$ cat src/rtl/neuron_mac_sequencer.sv
// Neuron MAC sequencer: walks operand memory, drives an external MAC, requantizes.
// Optional macro NEURON_RELU_EN clamps negative activations to zero.
module neuron_mac_sequencer #(
  parameter int N_INPUTS  = 784,
  parameter int ADDR_W    = 10,
  parameter int WIDTH_ACC = 32,
  parameter int WIDTH_OUT = 8,
  parameter int SHIFT     = 8
) (
  input  logic                        clk,
  input  logic                        aclr_n,
  input  logic                        start,
  input  logic signed [WIDTH_ACC-1:0] bias,
  input  logic signed [WIDTH_ACC-1:0] mac_result,
  output logic                        rd_en,
  output logic [ADDR_W-1:0]           rd_addr,
  output logic                        mac_clken,
  output logic                        mac_sload,
  output logic                        mac_aclr,
  output logic                        busy,
  output logic signed [WIDTH_OUT-1:0] act_out,
  output logic                        done
);

  typedef enum logic [1:0] {
    S_IDLE,
    S_RUN,
    S_DRAIN,
    S_POST
  } state_t;

  localparam logic [ADDR_W-1:0] LAST =
    ADDR_W'(N_INPUTS - 1);

  localparam logic signed [WIDTH_ACC:0] QMAX =
    $signed((WIDTH_ACC+1)'(2**(WIDTH_OUT-1) - 1));
  localparam logic signed [WIDTH_ACC:0] QMIN = ~QMAX;

  state_t state, state_nxt;
  logic   last;

  logic signed [WIDTH_ACC:0]   s;
  logic signed [WIDTH_ACC:0]   q;
  logic signed [WIDTH_OUT-1:0] sat;

  assign last     = (rd_addr == LAST);
  assign mac_aclr = (state == S_IDLE);
  assign busy     = (state != S_IDLE);

  always_ff @(posedge clk or negedge aclr_n) begin
    if (!aclr_n) state <= S_IDLE;
    else         state <= state_nxt;
  end

  always_comb begin
    state_nxt = state;
    unique case (state)
      S_IDLE:  if (start) state_nxt = S_RUN;
      S_RUN:   if (last)  state_nxt = S_DRAIN;
      S_DRAIN: state_nxt = S_POST;
      S_POST:  state_nxt = S_IDLE;
      default: state_nxt = S_IDLE;
    endcase
  end

  // Sum in one extra bit so bias cannot wrap before the shift.
  always_comb begin
    s = {mac_result[WIDTH_ACC-1], mac_result}
      + {bias[WIDTH_ACC-1], bias};
    q = s >>> SHIFT;
    sat = q[WIDTH_OUT-1:0];
    unique case (1'b1)
      (q > QMAX): sat = QMAX[WIDTH_OUT-1:0];
`ifdef NEURON_RELU_EN
      q[WIDTH_ACC]: sat = '0;
`else
      (q < QMIN): sat = QMIN[WIDTH_OUT-1:0];
`endif
      default: sat = q[WIDTH_OUT-1:0];
    endcase
  end

  always_ff @(posedge clk or negedge aclr_n) begin
    if (!aclr_n) begin
      rd_en     <= 1'b0;
      rd_addr   <= '0;
      mac_clken <= 1'b0;
      mac_sload <= 1'b0;
      done      <= 1'b0;
      act_out   <= '0;
    end else begin
      rd_en     <= (state_nxt == S_RUN);
      mac_clken <= rd_en;
      mac_sload <= rd_en && (rd_addr == '0);
      done      <= (state == S_POST);
      if (state == S_IDLE)
        rd_addr <= '0;
      else if (state == S_RUN && !last)
        rd_addr <= rd_addr + 1'b1;
      if (state == S_POST)
        act_out <= sat;
    end
  end

endmodule

$ cat config.mk
export PLATFORM = sky130hd
export DESIGN_NAME = neuron_mac_sequencer
export DESIGN_NICKNAME = d
export VERILOG_FILES = /design/src/rtl/neuron_mac_sequencer.sv
export SDC_FILE = /design/constraint.sdc
export NUM_CORES = 1
export LEC_CHECK = 0
export ABC_CLOCK_PERIOD_IN_PS = 3340
export BUFFER_PORTS_ARGS = -buffer_cell sky130_fd_sc_hd__buf_2
export CAP_MARGIN = 20
export CORE_MARGIN = 8
export CORE_UTILIZATION = 53
export DETAILED_ROUTE_END_ITERATION = 7
export PLACE_DENSITY_LB_ADDON = 0.12
export SLEW_MARGIN = 5
export SYNTH_ARGS = -nofsm -noshare
export SYNTH_HDL_FRONTEND = slang
export SYNTH_SLANG_ARGS = --single-unit
$ cat constraint.sdc
create_clock -name clk -period 3.34 [get_ports clk]
set_input_delay 0.167 -clock clk [delete_from_list [all_inputs] [get_ports clk]]
set_output_delay 0.167 -clock clk [all_outputs]
set_load 0.01 [all_outputs]
* Word level (Yosys, flattened, before mapping)
Cells that the tools add are included.
** Storage, ports and cells
- Bits in registers :: 24
- Output and inout port bits :: 24
- Bits of input ports :: 67
** Operators by class
- Eq/ne operators :: 5
- Magnitude comparators :: 2
- Multiplexer cells :: 6
- Reductions and logical operators :: 7
- Add/sub/neg operators :: 2
** Operators by type and width (number)
- $add A32 B32 Y33 :: 1
- $gt A25 B8 Y1 const B :: 1
- $lt A25 B8 Y1 const B :: 1
- $mux W10 :: 2
- $pmux W8 S2 :: 1
- $add A10 B1 Y10 const B :: 1
- $eq A10 B10 Y1 const B :: 1
- $logic_not A10 Y1 :: 1
- $pmux W2 S4 :: 1
- $eq A2 B1 Y1 const B :: 2
- $eq A2 B2 Y1 const B :: 2
- $mux W2 :: 2
- $reduce_bool A2 Y1 :: 2
- $logic_and A1 B1 Y1 :: 2
- $logic_not A2 Y1 :: 1
- $logic_not A1 Y1 :: 1

* Depth between registers and ports, before layout
Gate-level depths: netlist (run 1).
- Depth after elaboration :: 5
- Gate-level depth with buffers :: 13
- Depth with buffers taken out :: 11

* Worst setup path before layout (run 1)
No wires, ideal clock.
- Kind :: in2reg
- From :: input bias[11]
- To :: register act_out[2]
- Stages on the path :: 12
- Path slack :: 411 ps
- Arrival :: 2782 ps
- Buffers on the path :: 1
- Required time :: 3194 ps
- Cell sequence :: ha_1 -> clkbuf_2 -> a21oi_1 -> o21ai_0 -> a22o_1 -> or4_1 -> a2111oi_0 -> o2111ai_1 -> nor4_1 -> nand4bb_1 -> nand2_1 -> o311ai_2
** Between the ends
- Longest elaborated chain between the ends :: 3
** RTL lines
- start: declaration :: RTL line 13 : input logic signed [WIDTH_ACC-1:0] bias,
- $add A32 B32 Y33 * :: RTL line 69 : + {bias[WIDTH_ACC-1], bias};
- $lt A25 B8 Y1 / $gt A25 B8 Y1 (equally long branches) :: RTL line 77, 73
- $pmux W8 S2 * :: RTL line 72 : unique case (1'b1)
- end signal: assignment :: RTL line 101 : act_out <= sat;
- end: declaration :: RTL line 21 : output logic signed [WIDTH_OUT-1:0] act_out,
Mark *: on every way between the ends. The rest lies on a longest branch, timed or not.
A chain may end at the register's enable or synchronous reset.

* Worst setup path after layout (run 1)
- From :: input bias[13]
- To :: register act_out[2]
Same word-level chain as after synthesis.

==> results of run 1 <==
synthesized netlist by cell type, drive strengths merged (3+ instances only):
cell	n
dfrtp	24
nand2b	3
o2111ai	3
a21oi	41
o21a	4
ha	33
nand2	49
nor2	28
o211ai	9
o21ai	35
nand3	12
and3	5
nand4	10
xor2	10
and2	5
or4	4
a21o	9
xnor2	9
nor3	17
o31ai	4
a22o	3
nor4	9
a31oi	5
a211oi	4
nor2b	6
clkbuf	11
inv	9
stage by stage:
stage	instances	hold WS, ns	utilization
after floorplan	391	-0.129	-
after global routing	570	0.308	0.677
final	570	0.268	0.677
after detailed placement	566	0.169	0.667
after CTS	570	0.269	0.677
after global placement	566	0.160	0.667
critical path, cell delays in order:
cell and delay, ns:
sky130_fd_sc_hd__buf_2 0.10, sky130_fd_sc_hd__ha_1 0.42, sky130_fd_sc_hd__nand2_1 0.16, sky130_fd_sc_hd__nor4_1 0.46, sky130_fd_sc_hd__a211oi_1 0.17, sky130_fd_sc_hd__buf_4 0.18, sky130_fd_sc_hd__a41oi_1 0.17, sky130_fd_sc_hd__nand3_1 0.13
sky130_fd_sc_hd__or4_1 0.54, sky130_fd_sc_hd__nor4_2 0.15, sky130_fd_sc_hd__a31oi_1 0.11, sky130_fd_sc_hd__buf_4 0.17, sky130_fd_sc_hd__o311ai_2 0.28
per-layer routing:
metal | GRT usage | up-vias | part of all wire | wire (µm)
li1 | - | 1709 | - | -
met1 | 0.252 | 1582 | 0.45 | 3930
met2 | 0.354 | 142 | 0.46 | 4040
met3 | 0.0341 | 23 | 0.062 | 544
met4 | 0.0818 | 0 | 0.027 | 233
met5 | 0 | - | 0 | 0
cells by family (layout without fill, tap and decap cells):
group,count (synthesis),in the layout,synth area share
fa+ha+maj,33,33,0.140
mux,3,3,0.0110
simple gates,155,155,0.264
flops,24,24,0.204
buf+inv,22,129,0.0297
xor+xnor,19,19,0.0590
compound gates,135,135,0.292
repair_timing:
item,4_1_cts,5_1_grt
hold buffers,1,0
resized for setup,0,2
setup buffers,0,0
endpoints found under the hold margin,24,0
endpoints found under the setup margin,0,4
how the worst min path moves through the flow:
stage / startpoint / end / slack (ns) / depth (start not counted)
global placement: aclr_n / mac_clken / 0.16 / 1
detailed placement: aclr_n / rd_addr[9] / 0.17 / 1
CTS: start / state[0] / 0.27 / 3
finish: start / state[0] / 0.27 / 3
floorplan: aclr_n / act_out[0] / -0.13 / 0
global route: start / state[0] / 0.31 / 3
final cells by class:
cell class                 count  area, µm²  share of cell area
clock buffer                   3       41.3              0.0112
inverter                       9       33.8             0.00917
multi-input combinational    345       2260               0.614
sequential                    24        601               0.163
tap                           72       90.1              0.0245
timing repair buffer         117        656               0.178
flip-flops by register name, summed over array words and instances, names as in the netlist:
name,cells
rd_en,1
rd_addr,10
done,1
act_out,8
state,2
mac_sload,1
mac_clken,1
layout by cell type (no fill, tap or decap), types with 5 or more instances in the layout:
cell type                  Yosys  final
sky130_fd_sc_hd__xor2_1        9      9
sky130_fd_sc_hd__a21o_1        9      9
sky130_fd_sc_hd__inv_1         9      9
sky130_fd_sc_hd__nand2_1      48     47
sky130_fd_sc_hd__a21oi_1      41     41
sky130_fd_sc_hd__a31oi_1       5      5
sky130_fd_sc_hd__nand3_1      12     12
sky130_fd_sc_hd__nor4_1        8      8
sky130_fd_sc_hd__ha_1         33     33
sky130_fd_sc_hd__o21ai_0      33     33
sky130_fd_sc_hd__xnor2_1       9      9
sky130_fd_sc_hd__buf_4         0     26
sky130_fd_sc_hd__nor2_1       28     28
sky130_fd_sc_hd__dfrtp_1      24     24
sky130_fd_sc_hd__buf_2         2     90
sky130_fd_sc_hd__nand4_1      10     10
sky130_fd_sc_hd__o211ai_1      9      9
sky130_fd_sc_hd__and3_1        5      5
sky130_fd_sc_hd__nor3_1       17     17
sky130_fd_sc_hd__nor2b_1       6      6
power groups by stage:
stage / clock, µW / sequential, µW / combinational [µW]
6_report: 163 / 290 / 473
5_1_grt: 179 / 290 / 523
4_1_cts: 167 / 290 / 464
3_5_place_dp: 0 / 296 / 461
3_3_place_gp: 0 / 296 / 453
2_1_floorplan: 0 / 296 / 302
==> metrics.md, run 1 <==
| Metric | Value |
|---|---|
| Cell types with the largest area share after synthesis | `sky130_fd_sc_hd__dfrtp_1 (20%), sky130_fd_sc_hd__ha_1 (14%), sky130_fd_sc_hd__a21oi_1 (7.0%)` |
| Worst hold-check path type | `in2reg` |
| Largest net degree at the start of global routing | `25` |
| Max Transition Viols Final | `0` |
| Post-layout worst setup margin | `0.297 ns` |
| Sw Pwr | `347 µW` |
| Iteration count of the initial detailed-routing pass | `4` |
| Relative contribution of sequential cells to total power | `0.313` |
| Vias per inst | `6.06` |
| CP Data Required Time | `3.50 ns` |
| Share of the synthesized area in the top cell type | `0.204` |
| Die area | `8200 µm²` |
| Worst slack at placement | `0.0287 ns` |
| Final HPWL DP | `7380 µm` |
| Fin crit period | `3.04 ns` |
| Clock buffer count from CTS | `3` |
| Share of the clock period used by the worst path | `0.911` |
| Initial standard-cell utilization of the core | `0.542` |
| Combinational Power Share | `0.511` |
| Via Count | `3456` |
| Worst EP arrival | `3.20 ns` |
| Via count of the first global-routing pass | `3469` |
| Synthesis-stage register bit count | `24` |
| Port buffer count | `90` |
| Dominant cell type by area after synthesis | `sky130_fd_sc_hd__dfrtp_1` |
| Worst Reg2Reg Path Length in Cells | `9` |
| Number of flops mapped to enable cells by yosys | `0` |
| Static power due to leakage | `0.00172 µW` |
| Sort of element at the end of the critical path | `flip-flop` |
| DRC violation count after routing | `0` |
| Total power | `926 µW` |
| Height of the die | `90.6 µm` |
| Final hold violations | `0` |
| Die width | `90.6 µm` |
| Synthesized instance count | `391` |
| Fraction of final layout cells with drive strength greater than 1 | `0.259` |
| Final count of negative-setup-slack endpoints | `0` |
| Worst R2R End | `act_out[2]` |
| Share of synthesized area occupied by flip-flops and latches | `0.204` |
| Cell Area, Synth | `2950 µm²` |
| Tightest Pin Transition | `0.649 ns` |
| Clock share of power | `0.176` |
| Routability-driven placement congestion ratio | `1.02` |
| FILL cells | `482` |
| Total cell area at the placement stage | `3630 µm²` |
| Clock-pin slew of the registers on the worst-case setup and hold paths | `0.08 ns` |
| Status | `complete, no violations` |
| Max-capacitance violation count | `0` |
| FF-to-FF Start | `state[1]` |
| Clock latency reported for the late side of the worst-skew pair | `0.26 ns` |
| Area added between synthesis and finish | `25.0%` |
| Sink count of the clock tree | `24` |
| Remaining number of nets flagged by the antenna check after routing | `0` |
| Antenna fix cells | `0` |
| Total Neg Setup Slack | `0 ns` |
| Yosys cell types | `57` |
| Net count of the mapped netlist | `491` |
| Setup repair after global routing missed its margin | `false` |
| Overall fraction of global-route tracks in use | `0.207` |
| Overflow left after global routing | `0` |
| Most instantiated flip-flop cell in the synthesis netlist | `sky130_fd_sc_hd__dfrtp_1` |
| Initial antenna violation count | `0` |
| Ys async rst share | `1.00` |
| Clock tree from TritonCTS | `done` |
| Worst setup path endpoint | `act_out[2]` |
| I/O pin cnt | `91` |
| Start point of the critical path | `bias[13]` |
| Rows | `27` |
| F_max | `329 MHz` |
| Library cell used as clock root buffer | `sky130_fd_sc_hd__clkbuf_8` |
| Register-to-register setup slack | `0.73 ns` |
| Worst slew slack as a fraction of its limit | `0.567` |
| Power Internal | `579 µW` |
| Number of warning messages in the yosys log | `0` |
| Number of nets in the layout | `600` |
| Worst Path Class, Setup | `in2reg` |
| Placeable core region | `5440 µm²` |
| Post-Syn Area per Cell | `7.54 µm²` |
| Post-route standard cell area excluding fillers | `3680 µm²` |
| Startpoint Class | `input port` |
| Buffer depth of the longest clock path | `2` |
| Total power divided by cell area | `251 nW/µm²` |
| VDD IR max | `179 µV` |
| Switching Fraction | `0.375` |
| First-pass GRT wire length | `15000 µm` |
| Level count of the clock H-tree | `1` |
| Post-Route WL | `8740 µm` |
| Highest fanout seen on the critical path | `8` |
| DRC violation total after the first TritonRoute iteration | `148` |
| Clock Skews | `0.00269 ns` |
| Drt wl/cell | `15.3 µm` |
No activity file was read; power rests on OpenSTA's default activity.
==> run 2, diff against run 1 <==
--- a/config.mk
+++ b/config.mk
@@ -5,11 +5,12 @@
 export SDC_FILE = /design/constraint.sdc
 export NUM_CORES = 1
 export LEC_CHECK = 0
-export ABC_CLOCK_PERIOD_IN_PS = 3340
+export ABC_AREA = 1
+export ABC_CLOCK_PERIOD_IN_PS = 2750
 export BUFFER_PORTS_ARGS = -buffer_cell sky130_fd_sc_hd__buf_2
 export CAP_MARGIN = 20
 export CORE_MARGIN = 8
-export CORE_UTILIZATION = 53
+export CORE_UTILIZATION = 51
 export DETAILED_ROUTE_END_ITERATION = 7
 export PLACE_DENSITY_LB_ADDON = 0.12
 export SLEW_MARGIN = 5
==> constraint.sdc (replaced) <==
create_clock -name clk -period 2.75 [get_ports clk]
set_input_delay 0.1375 -clock clk [delete_from_list [all_inputs] [get_ports clk]]
set_output_delay 0.1375 -clock clk [all_outputs]
set_load 0.01 [all_outputs]
==> run 2 against run 1 <==
Compared with the run above: critical path depth rose by 6; critical path type unchanged; sequential cell count did not move; via count rose by 27%; largest cell class unchanged; clock power rose by 23%; register-to-register slack got worse by 0.07 ns; worst hold slack got worse by 0.13 ns; highest routed layer unchanged; sequential power rose by 27%; design area rose by 23%; global-route usage barely moved; power rose by 38%; clock skew rose by 0.0056 ns; area after synthesis rose by 32%.
==> metrics.md, run 2 <==
| Metric | Value |
|---|---|
| Reg with most FFs | `rd_addr` |
| Register-to-register setup slack | `0.66 ns` |
| Remaining number of nets flagged by the antenna check after routing | `0` |
| Max-capacitance violation count | `0` |
| FILL cells | `800` |
| Post-Syn Area per Cell | `5.48 µm²` |
| Final hold violations | `0` |
| Initial antenna violation count | `0` |
| Worst hold-check path type | `in2reg` |
| Startpoint Class | `input port` |
| Drt wl/cell | `12.1 µm` |
| Share of the clock period used by the worst path | `0.786` |
| Tightest Pin Transition | `0.532 ns` |
| Library cell used as clock root buffer | `sky130_fd_sc_hd__clkbuf_8` |
| Die width | `103 µm` |
| Rows | `32` |
| First-pass GRT wire length | `18000 µm` |
| Number of flops mapped to enable cells by yosys | `0` |
| Yosys cell types | `31` |
| Clock Skews | `0.00828 ns` |
| Most instantiated flip-flop cell in the synthesis netlist | `sky130_fd_sc_hd__dfrtp_1` |
| Height of the die | `103 µm` |
| DRC violation total after the first TritonRoute iteration | `230` |
| Fraction of final layout cells with drive strength greater than 1 | `0.194` |
| Worst Path Class, Setup | `in2reg` |
| Port buffer count | `90` |
| Power Internal | `711 µW` |
| Worst slack at placement | `0.343 ns` |
| Number of nets in the layout | `905` |
| Clock buffer count from CTS | `3` |
| Sink count of the clock tree | `24` |
| DRC violation count after routing | `0` |
| Footprint of the multi-input gates | `2710 µm²` |
| Die area | `10700 µm²` |
| Cell Area, Synth | `3890 µm²` |
| Via count of the first global-routing pass | `4196` |
| Number of gates given a new drive strength after cts | `0` |
| Most frequent cells in the layout | `sky130_fd_sc_hd__nand2_1 (290), sky130_fd_sc_hd__inv_1 (141), sky130_fd_sc_hd__buf_2 (90)` |
| Synthesized instance count | `710` |
| Initial standard-cell utilization of the core | `0.514` |
| Post-CTS setup buffer count | `0` |
| Final count of negative-setup-slack endpoints | `0` |
| Iteration count of the initial detailed-routing pass | `5` |
| Synth top cells by count | `sky130_fd_sc_hd__nand2_1 (290), sky130_fd_sc_hd__inv_1 (141), sky130_fd_sc_hd__nor2_1 (48), sky130_fd_sc_hd__nand3_1 (38), sky130_fd_sc_hd__ha_1 (33)` |
| Antenna fix cells | `0` |
| Combined flip-flop and latch cell area | `601 µm²` |
| Clock tree from TritonCTS | `done` |
| Level count of the clock H-tree | `1` |
| Post-layout worst setup margin | `0.587 ns` |
| Via Count | `4397` |
| Combinational Power Share | `0.557` |
| Worst Reg2Reg Path Length in Cells | `10` |
| Worst EP arrival | `2.30 ns` |
| Total Neg Setup Slack | `0 ns` |
| Static power due to leakage | `0.00280 µW` |
| Clock share of power | `0.156` |
| Max Transition Viols Final | `0` |
| Overall fraction of global-route tracks in use | `0.207` |
| Highest fanout seen on the critical path | `4` |
| F_max | `462 MHz` |
| Clock latency reported for the late side of the worst-skew pair | `0.26 ns` |
| Routability-driven placement congestion ratio | `0.930` |
| Vias per inst | `4.86` |
| Fin crit period | `2.16 ns` |
| Sort of element at the end of the critical path | `flip-flop` |
| Final HPWL DP | `9560 µm` |
| Number of flip-flops in the largest register | `10` |
| I/O pin cnt | `91` |
| Setup repair after global routing missed its margin | `false` |
| Cell types with the largest area share after synthesis | `sky130_fd_sc_hd__nand2_1 (28%), sky130_fd_sc_hd__dfrtp_1 (15%), sky130_fd_sc_hd__inv_1 (14%)` |
| Worst hold margin | `0.134 ns` |
| Sw Pwr | `569 µW` |
| Synthesis-stage register bit count | `24` |
| Net count of the mapped netlist | `810` |
| Worst Hold Path Cells | `3` |
| Number of warning messages in the yosys log | `0` |
| Clock-pin slew of the registers on the worst-case setup and hold paths | `0.07 ns` |
| Hold buffers post-CTS | `1` |
| Relative contribution of sequential cells to total power | `0.287` |
| Switching Fraction | `0.444` |
| Library cell with the highest instance count after synthesis | `sky130_fd_sc_hd__nand2_1` |
| Total power divided by cell area | `284 nW/µm²` |
| Worst slew slack as a fraction of its limit | `0.645` |
| Placeable core region | `7570 µm²` |
| CP Data Required Time | `2.89 ns` |
| VDD IR max | `140 µV` |
| Largest net degree at the start of global routing | `25` |
| Commonest non-fill, non-tap cell in the layout | `sky130_fd_sc_hd__nand2_1` |
| Post-Route WL | `10900 µm` |
| Dominant cell type by area after synthesis | `sky130_fd_sc_hd__nand2_1` |
| Overflow left after global routing | `0` |
| Area added between synthesis and finish | `16.1%` |
| Largest registers in the final layout | `rd_addr (10), act_out (8), state (2)` |
| Share of the synthesized area in the top cell type | `0.280` |
| Ys async rst share | `1.00` |
| Buffer depth of the longest clock path | `2` |
| Status | `complete, no violations` |
| Share of synthesized area occupied by flip-flops and latches | `0.154` |
==> run 2: cell count changes in the layout (fill, tap and decap cells not counted), sizes merged, moves of 9 or more <==
| cell | delta |
|---|---|
| nand2 | +258 |
| inv | +144 |
| nor2 | +40 |
| nand3 | +33 |
| o21ai | -27 |
| buf | -26 |
| a21oi | -14 |
| o211ai | -9 |
| xnor2 | -9 |
==> run 2: power groups by stage <==
stage          clock (µW)  sequential, µW  combinational [µW]
2_1_floorplan           0             379                 502
3_3_place_gp            0             375                 692
3_5_place_dp            0             375                 704
4_1_cts               200             368                 708
5_1_grt               219             369                 808
6_report              200             368                 713
==> run 2: layer usage <==
metal	track usage	vias to the layer above	share of wire
li1	-	2346	-
met1	0.262	1912	0.46
met2	0.371	120	0.46
met3	0.0167	19	0.055
met4	0.0501	0	0.023
met5	0	-	0
==> run 2: final cells by class <==
class / instances / area share
clock buffer: 3 / 0.00914
multi-input combinational: 532 / 0.600
tap: 102 / 0.0283
inverter: 153 / 0.127
timing repair buffer: 91 / 0.102
sequential: 24 / 0.133
==> run 2: worst max-delay path: stages <==
cell	delay, ns
sky130_fd_sc_hd__buf_2	0.10
sky130_fd_sc_hd__ha_1	0.38
sky130_fd_sc_hd__nand2_1	0.13
sky130_fd_sc_hd__nor2_1	0.23
sky130_fd_sc_hd__nand2_1	0.16
sky130_fd_sc_hd__inv_1	0.07
sky130_fd_sc_hd__nand2_1	0.05
sky130_fd_sc_hd__nand2_1	0.15
sky130_fd_sc_hd__nand2_1	0.11
sky130_fd_sc_hd__nand2_1	0.07
sky130_fd_sc_hd__nand2_1	0.04
sky130_fd_sc_hd__nand2_1	0.08
sky130_fd_sc_hd__nand2_1	0.06
sky130_fd_sc_hd__nor2_1	0.12
sky130_fd_sc_hd__nand2_1	0.08
sky130_fd_sc_hd__nor2_2	0.09
sky130_fd_sc_hd__nor2_2	0.06
sky130_fd_sc_hd__nand2_2	0.09
sky130_fd_sc_hd__nand3_1	0.08
==> run 2: worst paths after layout <==
path                             from         end
setup / recovery             bias[12]  act_out[1]
hold reg to reg                 rd_en   mac_clken
max in group asynchronous      aclr_n    state[0]
hold / removal                  start    state[0]
min in group asynchronous      aclr_n   mac_sload
setup reg to reg           rd_addr[0]  rd_addr[7]
==> run 2: logic make-up after synthesis <==
group	share of synthesized area
AND/OR/NAND/NOR	0.506
XOR/XNOR	0.0158
AO/OA/AOI/OAI	0.0663
buffers and inverters	0.149
flip-flops	0.154
multiplexers	0.00257
adder cells (fa/ha/maj)	0.106
==> run 2: through the flow <==
| stage | cells | area (µm²) | util | power (µW) |
|---|---|---|---|---|
| CTS | 905 | 4520 | 0.597 | 1280 |
| floorplan | 710 | 3890 | - | 881 |
| finish | 905 | 4520 | 0.597 | 1280 |
| global route | 905 | 4520 | 0.597 | 1400 |
| detailed placement | 901 | 4460 | 0.590 | 1080 |
| global placement | 901 | 4460 | 0.590 | 1070 |
